<file path="config.mk">
export PLATFORM = sky130hd
export DESIGN_NAME = seq_multiplier
export DESIGN_NICKNAME = d
export VERILOG_FILES = /design/src/rtl/seq_multiplier.sv
export SDC_FILE = /design/constraint.sdc
export NUM_CORES = 1
export LEC_CHECK = 0
export ABC_AREA = 1
export CAP_MARGIN = 10
export CORE_AREA = 4 4 81 75
export DETAILED_ROUTE_END_ITERATION = 7
export DIE_AREA = 0 0 85 79
export PLACE_DENSITY = 0.8
export SYNTH_ARGS = -nofsm -noshare
export SYNTH_HDL_FRONTEND = slang
export SYNTH_SLANG_ARGS = --single-unit
</file>
<file path="constraint.sdc">
create_clock -name clk -period 4.6 [get_ports clk]
set_clock_uncertainty 0.2 [all_clocks]
set_input_delay 0.46 -clock clk [delete_from_list [all_inputs] [get_ports clk]]
set_output_delay 0.46 -clock clk [all_outputs]
set_load 0.02 [all_outputs]
</file>
<file path="src/rtl/seq_multiplier.sv">
//==============================================================================
// Module      : seq_multiplier
// Description : Sequential shift-add multiplier with valid/ready handshakes.
//               Takes WIDTH CALC cycles per product and holds the result in
//               DONE until the consumer accepts it.
//               Optional macro SEQ_MULTIPLIER_SIGNED_EN adds the is_signed
//               port for two's-complement operation.
// Revision    : 1.0 - initial release
//==============================================================================
`timescale 1ns/1ps
`default_nettype none

module seq_multiplier #(
   parameter int WIDTH = 8
) (
   input  logic                 clk,
   input  logic                 rst,
`ifdef SEQ_MULTIPLIER_SIGNED_EN
   input  logic                 is_signed,
`endif
   input  logic                 in_valid,
   output logic                 in_ready,
   input  logic [WIDTH-1:0]     inA,
   input  logic [WIDTH-1:0]     inB,
   output logic [2*WIDTH-1:0]   out,
   output logic                 out_valid,
   input  logic                 out_ready,
   output logic                 busy
);

   // Counter reaches WIDTH after the last step, so it needs one extra bit
   // of headroom to avoid wrapping within an operation.
   localparam int            CW   = $clog2(WIDTH + 1);
   localparam logic [CW-1:0] LAST = CW'(WIDTH - 1);

   typedef enum logic [1:0] {
      IDLE = 2'd0,
      CALC = 2'd1,
      DONE = 2'd2
   } state_t;

   state_t               state;
   logic [2*WIDTH-1:0]   mcand;    // multiplicand, pre-shifted to current bit
   logic [WIDTH-1:0]     mplier;   // multiplier, LSB is the current bit
   logic [2*WIDTH-1:0]   acc;
   logic [CW-1:0]        cnt;
   logic                 sgn;      // operation latched as signed
   logic                 sign_in;  // signed request at the accept edge
   logic [2*WIDTH-1:0]   ext_a;
   logic                 last_step;

`ifdef SEQ_MULTIPLIER_SIGNED_EN
   assign sign_in = is_signed;
`else
   assign sign_in = 1'b0;
`endif

   // Multiplicand widened to product width: sign-extended when signed, so
   // every shifted add is already correct modulo 2^(2*WIDTH).
   assign ext_a     = {{WIDTH{sign_in & inA[WIDTH-1]}}, inA};
   assign last_step = (cnt == LAST);
   assign out       = acc;

   // Control FSM and datapath: one shift-add step per CALC cycle. In signed
   // mode the multiplier MSB carries weight -2^(WIDTH-1), so that final
   // partial product is subtracted instead of added.
   always_ff @(posedge clk) begin
      if (rst) begin
         state     <= IDLE;
         mcand     <= '0;
         mplier    <= '0;
         acc       <= '0;
         cnt       <= '0;
         sgn       <= 1'b0;
         in_ready  <= 1'b1;
         out_valid <= 1'b0;
         busy      <= 1'b0;
      end else begin
         case (state)
            IDLE: begin
               if (in_valid && in_ready) begin
                  mcand    <= ext_a;
                  mplier   <= inB;
                  sgn      <= sign_in;
                  acc      <= '0;
                  cnt      <= '0;
                  state    <= CALC;
                  in_ready <= 1'b0;
                  busy     <= 1'b1;
               end
            end
            CALC: begin
               if (mplier[0]) begin
                  acc <= (sgn && last_step) ? (acc - mcand) : (acc + mcand);
               end
               mcand  <= mcand << 1;
               mplier <= mplier >> 1;
               cnt    <= cnt + CW'(1);
               if (last_step) begin
                  state     <= DONE;
                  out_valid <= 1'b1;
               end
            end
            DONE: begin
               if (out_ready) begin
                  state     <= IDLE;
                  out_valid <= 1'b0;
                  in_ready  <= 1'b1;
                  busy      <= 1'b0;
               end
            end
            default: begin
               state     <= IDLE;
               out_valid <= 1'b0;
               in_ready  <= 1'b1;
               busy      <= 1'b0;
            end
         endcase
      end
   end

endmodule

`default_nettype wire

</file>
# Yosys cells after proc, flatten, opt, wreduce, memory -nomap -nowiden
# Cells that the tools add are included.
[classes] addsub=2 eq_ne=7 mux=21 n_bitwise=2 reduce_logical=8
[op_table] operator="16-bit one-hot mux with 2 select lines" count=2
[op_table] operator="16-bit 2-to-1 mux" count=3
[op_table] operator="16-bit adder" count=1
[op_table] operator="8-bit one-hot mux with 2 select lines" count=1
[op_table] operator="3-bit AND reduction" count=4
[op_table] operator="1-bit one-hot mux with 3 select lines" count=3
[op_table] operator="8-bit 2-to-1 mux" count=1
[op_table] operator="2-bit != test, second input constant" count=4
[op_table] operator="4-bit one-hot mux with 2 select lines" count=1
[op_table] operator="2-bit 2-to-1 mux" count=3
[op_table] operator="2-bit one-hot mux with 3 select lines" count=1
[op_table] operator="1-bit 2-to-1 mux" count=5
[op_table] operator="4-bit by 1-bit adder with 4-bit output, second input constant" count=1
[op_table] operator="4-bit by 3-bit == test with 1-bit output, second input constant" count=1
[op_table] operator="4-bit 2-to-1 mux" count=1
[op_table] operator="2-bit by 1-bit == test with 1-bit output, second input constant" count=1
[op_table] operator="2-bit == test, second input constant" count=1
[op_table] operator="2-bit logical NOT" count=1
[op_table] operator="1-bit inverter" count=2
[op_table] operator="2-bit AND reduction" count=1
[op_table] operator="2-bit nonzero test" count=1
[op_table] operator="1-bit logical AND" count=1
[totals] regBits=49 in_bits=20

# Depth between registers and ports, before layout
# Gate-level depths: netlist of run 1.
[logic_depth] ltp_word=3 depth_mapped=11 ltp_nobuf=11

# Least setup slack after synthesis of run 1
# No wires, ideal clock.
[synth_timing] path_type="flip-flop to flip-flop" startpoint="register acc[0] (netlist: out[0])" endpoint="register acc[8] (netlist: out[8])" setup_ns=0.132 arrival_time_ns=1.760 required_time_ns=4.268 path_slack_ns=2.507 path_stages_with_launch=11 path_buffers=0 path_cell_list="dfxtp_1 -> ha_1 -> inv_1 -> fa_1 -> inv_1 -> nand3_1 -> nand3_1 -> a21oi_1 -> or2_2 -> nand3_1 -> a21oi_1"
[synth_between] elab_chain_cells=3
[synth_rtl] item="start: declaration" line="45" text="logic [2*WIDTH-1:0] acc;"
[synth_rtl] item="start signal: assignment" line="94" text="acc <= (sgn && last_step) ? (acc - mcand) : (acc + mcand);"
[synth_rtl] item="16-bit adder" line="94"
[synth_rtl] item="16-bit 2-to-1 mux" line="93" text="if (mplier[0]) begin"
[synth_rtl] item="16-bit one-hot mux with 2 select lines" line="79" text="case (state)"
# No other way between the ends. The select of a mux whose other input is x is not followed.
# A chain may end at the register's enable or synchronous reset.

# Final worst setup path of run 1
[layout_timing] startpoint="register state[0]" endpoint="register acc[1] (netlist: out[1])"
[layout_between] elab_chain_cells=3 word_cells_on_any_way=7
[layout_rtl] item="start: declaration" line="42" text="state_t state;"
[layout_rtl] item="start signal: assignment" line="69" text="state <= IDLE;"
[layout_rtl] item="start signal: assignment" line="87" text="state <= CALC;"
[layout_rtl] item="start signal: assignment" line="100" text="state <= DONE;"
[layout_rtl] item="2-bit by 1-bit == test with 1-bit output / 2-bit logical NOT (equally long branches)" line="79"
[layout_rtl] item="2-bit != test (no source line) / 2-bit nonzero test (equally long branches)"
[layout_rtl] item="3-bit AND reduction (no source line)"
# Several ways; a longest one is shown, not always the timed one.

==> summary.log, run 1 <==
[clock_tree] clk buf depth 2
[clock_tree] clock sink total 49
[global_route] largest net degree at the start of global routing 34
[sta] RSZ-0062 raised after global routing no
[synth] Yosys warnings 0
[sta] total setup violations reported at the end of the flow 0
[setup_path] highest fanout seen on the critical path 16
[sta] final count of pins violating max slew 0
[global_route] number of global-route vias before repair 2501
[placement] instance area after placement 0.003202 mm2
[placement] final weighted congestion in routability-driven placement 0.8626
[synth] number of library cell types mapped by synthesis 32
[clock_tree] quantity of hold-fixing buffers added after cts 0
[sta] hold violation count in the final report 0
[final_layout] area occupied by multi-input gates 0.001544 mm2
[setup_path] ordered list of cells on the worst path inv_2 > nor2_2 > buf_4 > nand2_1 > inv_2 > nor2_4 > inv_1 > o22ai_1 > inv_1 > nor2_1
[synth] sequential-to-total area share from yosys stat 34.81%
[final_layout] share of cells above drive strength 1 4.615%
[sta] actual transition at the worst max-transition pin 537.1 ps
[floorplan] DIE WIDTH 85 um
[setup_path] critical path data arrival time 2300 ps
[global_route] global routing usage summed across all routing layers 20.47%
[clock_tree] CTS Buf Count 5
[sta] ratio of final minimum period to clock period 49.98%
[route] average detailed-routed wire length per instance 12.61 um
[synth] post-synthesis average cell area 6.677 um2
[floorplan] count of pins on the block boundary 39
[sta] worst rel slew slack 64.16%
[setup_path] delay of the slowest cell on the worst path 420 ps
[route] WL final 6582 um
[setup_path] sum of buffers and inverters on the critical path 5
[synth] post-synthesis async set-or-reset flop share 0%
[final_layout] antenna diode instance count 0
[synth] count of flip-flops with a built-in enable after synthesis 0
[clock_tree] TritonCTS clock tree done
[setup_path] slowest stage cell, crit path sky130_fd_sc_hd__nor2_2
[clock_tree] CTS H-tree depth 2
[synth] number of cells produced by synthesis 422
[final_layout] total of fill cells in the finished design 469
[clock_tree] buffer type at the clock tree root sky130_fd_sc_hd__clkbuf_8
[sta] upper clock frequency limit 0.4350 GHz
[route] drt pass-1 iters 5
[pwr] leakage power total 1.470 nW
[final_layout] most common cell after layout, fill and taps aside sky130_fd_sc_hd__nand2_1
[floorplan] placeable core region 0.005224 mm2
[setup_path] Critical Path Start Type flop
[pwr] PwrDens 269.7 mW/mm2
[setup_path] Worst Path Required 4600 ps
[route] total via count in the routed design 2761
[clock_tree] number of instances resized during post-cts repair 0
[sta] Period minus WS final 2299 ps
[final_layout] FF/Latch Area 980.9 um2
[global_route] total overflow reported by the global router 0
[synth] commonest register cell after synthesis sky130_fd_sc_hd__dfxtp_1
[route] number of DRC markers after the initial detailed-route iteration 173
[floorplan] die footprint 0.006715 mm2
[sta] total negative slack 0 ps
[placement] Port Buffers 38
[global_route] initial antenna violation count 0
[route] vias per cell 5.289
[route] DRC 0
[min_path] HP Class reg -> reg
[synth] flip-flop and latch count after synthesis 49
[placement] Detail Placement HPWL 4881 um
[global_route] first-pass GRT wire length 11160 um
[floorplan] initial cell density of the core 53.94%
[route] antenna violation net count after detailed routing 0
[synth] synthesized cell area 0.002818 mm2
[run] count of max-cap constraint violations 0
[final_layout] synth-to-layout area growth 16.61%
[setup_path] delay-heaviest family, CP buffers and inverters
[final_layout] commonest non-fill, non-tap cells in the layout sky130_fd_sc_hd__nand2_1 (151), sky130_fd_sc_hd__dfxtp_1 (49), sky130_fd_sc_hd__inv_1 (46)
[pwr] worst IR drop on VDD 0.0001964 V
[clock_tree] buffers inserted by post-CTS timing repair 0
[run_status] result of the run finished clean
[setup_path] capturing element type of the critical path flop
[floorplan] chip height 79 um
[floorplan] number of placement rows 25
[clock_tree] latest clock arrival within the worst-skew pair 310 ps
[final_layout] cell area after layout 0.003286 mm2
[final_layout] number of nets in the finished design 491
[clock_tree] clock transition at the register clock pins on the worst setup and hold paths after CTS 100 ps
[synth] nets in the synthesized netlist 459
[setup_path] Critical Setup Path Class reg -> reg
[per-layer routing]
layer	wire, um	GRT usage [%]	share of wire [%]
met1	3188	26.33	48
met2	3023	34.70	46
met3	239	2.905	3.6
met4	131	7.753	2.0
met5	0	0	0
[worst min-delay path, cell delays in order, from the launching register on]
cell,delay [ps]
sky130_fd_sc_hd__dfxtp_1,330
sky130_fd_sc_hd__nand2_1,70
sky130_fd_sc_hd__a21oi_1,50
[report_power, final]
| group | internal (mW) | switching, mW | total (mW) |
|---|---|---|---|
| Sequential | 0.449 | 0.0197 | 0.468 |
| Combinational | 0.0619 | 0.0980 | 0.160 |
| Clock | 0.108 | 0.150 | 0.258 |
| Total | 0.619 | 0.268 | 0.886 |
[layout make-up]
class | count | area share [%]
timing repair buffer | 40 | 12.03
tap | 67 | 2.551
clock inverter | 1 | 0.2285
inverter | 52 | 6.017
sequential | 49 | 29.86
multi-input combinational | 306 | 46.99
clock buffer | 7 | 2.323
[registers in the layout (all words and copies together) (netlist names)]
name,count
out_valid,1
mcand,16
out,16
mplier,8
state,2
cnt,4
in_ready,1
busy,1
[per-stage QoR]
step | power (mW) | worst slack, ps | hold WS (ps) | util [%] | instances
CTS | 0.8935 | 2293 | 290.7 | 62.90 | 522
detailed placement | 0.6369 | 2299 | 263.7 | 61.29 | 514
floorplan | 0.5970 | 2507 | 238.9 | - | 422
global route | 0.9279 | 2029 | 304.4 | 62.90 | 522
finish | 0.8863 | 2301 | 290.2 | 62.90 | 522
global placement | 0.6330 | 2368 | 262.5 | 61.29 | 514
[worst paths after layout]
| check | start | to | slack (ps) | cells after the start |
|---|---|---|---|---|
| worst max-delay path | state[0] | out[1] | 2300 | 10 |
| worst min-delay path | cnt[1] | cnt[1] | 290 | 2 |
| worst max register to register | state[0] | out[1] | 2300 | 10 |
| worst min register to register | cnt[1] | cnt[1] | 290 | 2 |
[synth_stat cells (2+ instances only)]
cell,n,area (um2)
sky130_fd_sc_hd__nand3_1,21,105.1
sky130_fd_sc_hd__inv_2,5,18.77
sky130_fd_sc_hd__nor3_1,4,20.02
sky130_fd_sc_hd__nand2_1,151,566.8
sky130_fd_sc_hd__a31oi_1,14,87.58
sky130_fd_sc_hd__nor2_1,14,52.55
sky130_fd_sc_hd__o21ai_1,15,75.07
sky130_fd_sc_hd__nand3b_1,3,22.52
sky130_fd_sc_hd__clkbuf_1,5,18.77
sky130_fd_sc_hd__dfxtp_1,49,980.9
sky130_fd_sc_hd__buf_6,3,33.78
sky130_fd_sc_hd__buf_4,3,22.52
sky130_fd_sc_hd__buf_2,4,20.02
sky130_fd_sc_hd__o21ai_0,8,40.04
sky130_fd_sc_hd__xor2_1,2,17.52
sky130_fd_sc_hd__a21oi_1,43,215.2
sky130_fd_sc_hd__ha_1,16,200.2
sky130_fd_sc_hd__or2_2,2,12.51
sky130_fd_sc_hd__nand4_1,2,12.51
sky130_fd_sc_hd__inv_1,46,172.7
[cells by family (layout without fill, tap and decap cells)]
group	after synthesis	after routing	synth area share [%]
flip-flops	49	49	34.81
XOR/XNOR	3	3	0.9327
AND/OR/NAND/NOR	203	203	30.28
buffers and inverters	67	100	10.39
adder cells (fa/ha/maj)	17	17	7.815
AO/OA/AOI/OAI	83	83	15.76
Note: power is estimated with default switching activity, not from simulation.
==> inputs of run 2 (changes only) <==
==> constraint.sdc (replaced) <==
create_clock -name clk -period 2.4 [get_ports clk]
set_clock_uncertainty 0.2 [all_clocks]
set_input_delay 0.24 -clock clk [delete_from_list [all_inputs] [get_ports clk]]
set_output_delay 0.24 -clock clk [all_outputs]
set_load 0.02 [all_outputs]
==> summary.log, run 2 (same netlist as run 1, synthesis figures left out) <==
[final_layout] antenna diode instance count 0
[clock_tree] clk buf depth 2
[sta] worst rel slew slack 70.56%
[setup_path] worst-case register-to-register setup slack 330 ps
[clock_tree] buffers inserted by post-CTS timing repair 0
[final_layout] share of cells above drive strength 1 5.033%
[final_layout] commonest non-fill, non-tap cells in the layout sky130_fd_sc_hd__nand2_1 (151), sky130_fd_sc_hd__dfxtp_1 (49), sky130_fd_sc_hd__inv_1 (46)
[global_route] number of global-route vias before repair 2488
[pwr] PwrDens 510.5 mW/mm2
[pwr] worst IR drop on VDD 0.0004042 V
[floorplan] number of placement rows 25
[global_route] total overflow reported by the global router 0
[pwr] leakage power total 1.480 nW
[min_path] destination of the worst hold path busy
[floorplan] die footprint 0.006715 mm2
[sta] actual transition at the worst max-transition pin 441.2 ps
[placement] final weighted congestion in routability-driven placement 0.8539
[floorplan] placeable core region 0.005224 mm2
[sta] hold slack final 269.1 ps
[floorplan] DIE WIDTH 85 um
[final_layout] synth-to-layout area growth 17.14%
[route] number of DRC markers after the initial detailed-route iteration 133
[min_path] cell count of the worst hold path 2
[global_route] initial antenna violation count 0
[run_status] result of the run finished clean
[clock_tree] latest clock arrival within the worst-skew pair 300 ps
[sta] final count of pins violating max slew 0
[setup_path] FF-to-FF path depth 10
[sta] Period minus WS final 2074 ps
[placement] instance area after placement 0.003217 mm2
[clock_tree] clock transition at the register clock pins on the worst setup and hold paths after CTS 90 ps
[route] WL final 6060 um
[global_route] largest net degree at the start of global routing 26
[route] DRC 0
[min_path] startpoint of the worst hold path busy
[route] average detailed-routed wire length per instance 11.56 um
[placement] Detail Placement HPWL 4673 um
[sta] total setup violations reported at the end of the flow 0
[setup_path] highest fanout seen on the critical path 4
[route] drt pass-1 iters 4
[final_layout] most common cell after layout, fill and taps aside sky130_fd_sc_hd__nand2_1
[clock_tree] CTS H-tree depth 2
[setup_path] Critical Setup Path Class reg -> reg
[floorplan] count of pins on the block boundary 39
[setup_path] launching instance or port of the critical path out[0]
[clock_tree] clock sink total 49
[setup_path] worst r2r dst out[8]
[sta] total negative slack 0 ps
[clock_tree] TritonCTS clock tree done
[setup_path] Worst Path Required 2390 ps
[global_route] global routing usage summed across all routing layers 19.16%
[route] antenna violation net count after detailed routing 0
[clock_tree] buffer type at the clock tree root sky130_fd_sc_hd__clkbuf_8
[sta] upper clock frequency limit 0.4823 GHz
[floorplan] chip height 79 um
[clock_tree] quantity of hold-fixing buffers added after cts 0
[sta] RSZ-0062 raised after global routing no
[clock_tree] CTS Buf Count 5
[setup_path] critical path data arrival time 2060 ps
[run] count of max-cap constraint violations 0
[global_route] first-pass GRT wire length 10740 um
[setup_path] capturing element type of the critical path flop
[route] total via count in the routed design 2706
[placement] Port Buffers 38
[final_layout] cell area after layout 0.003301 mm2
[final_layout] number of nets in the finished design 493
[floorplan] initial cell density of the core 53.94%
[setup_path] Critical Path Start Type flop
[route] vias per cell 5.164
[clock_tree] number of instances resized during post-cts repair 0
[min_path] HP Class reg -> reg
[sta] ratio of final minimum period to clock period 86.40%
[setup_path] r2r startpoint out[0]
[sta] hold violation count in the final report 0
-- run 2: cell count changes in the layout (fill, tap and decap cells not counted), sizes merged --
cell | previous run | this run
buf | 2 | 4
-- run 2: per-layer routing --
layer	routed length, um	global-route usage (%)	vias up
li1	-	-	1436
met1	2887	24.61	1212
met2	2806	31.99	51
met3	303	3.631	7
met4	63	6.962	0
met5	0	0	-
-- run 2: worst max path at each step --
| stage | end | cells after the start |
|---|---|---|
| 2_1_floorplan | out[8] | 10 |
| 3_3_place_gp | out[8] | 10 |
| 3_5_place_dp | out[8] | 10 |
| 4_1_cts | out[8] | 10 |
| 5_1_grt | out[8] | 10 |
| 6_report | out[8] | 10 |
-- run 2: layout make-up --
| cell class | instances | area, um2 |
|---|---|---|
| multi-input cells | 306 | 1544 |
| inverters | 52 | 197.7 |
| clock buffers | 7 | 76.32 |
| repair buffers | 42 | 410.4 |
| flip-flops and latches | 49 | 980.9 |
| clock inverters | 1 | 7.507 |
| fillers | 460 | 1923 |
| well taps | 67 | 83.83 |
-- run 2: worst max-delay path, cell delays in order (launching register included) --
cell and delay (ps):
sky130_fd_sc_hd__dfxtp_1 370, sky130_fd_sc_hd__ha_1 180, sky130_fd_sc_hd__inv_1 50, sky130_fd_sc_hd__fa_1 350, sky130_fd_sc_hd__inv_1 110, sky130_fd_sc_hd__nand3_1 80, sky130_fd_sc_hd__nand3_1 120, sky130_fd_sc_hd__a21oi_1 100
sky130_fd_sc_hd__or2_2 270, sky130_fd_sc_hd__nand3_1 70, sky130_fd_sc_hd__a21oi_1 60
-- run 2: power by group --
part,internal [mW],total [mW],switching (mW)
clock,0.207,0.476,0.270
combinational,0.124,0.312,0.188
sequential,0.860,0.896,0.0368
-- run 2: per-stage QoR --
stage / total power, mW / worst slack (ps) / instances / util (%)
floorplan: 1.144 / 307.3 / 422 / -
global placement: 1.221 / 401.1 / 516 / 61.58
detailed placement: 1.228 / 325.5 / 516 / 61.58
CTS: 1.701 / 314.8 / 524 / 63.19
global route: 1.773 / 228.0 / 524 / 63.19
finish: 1.685 / 326.5 / 524 / 63.19
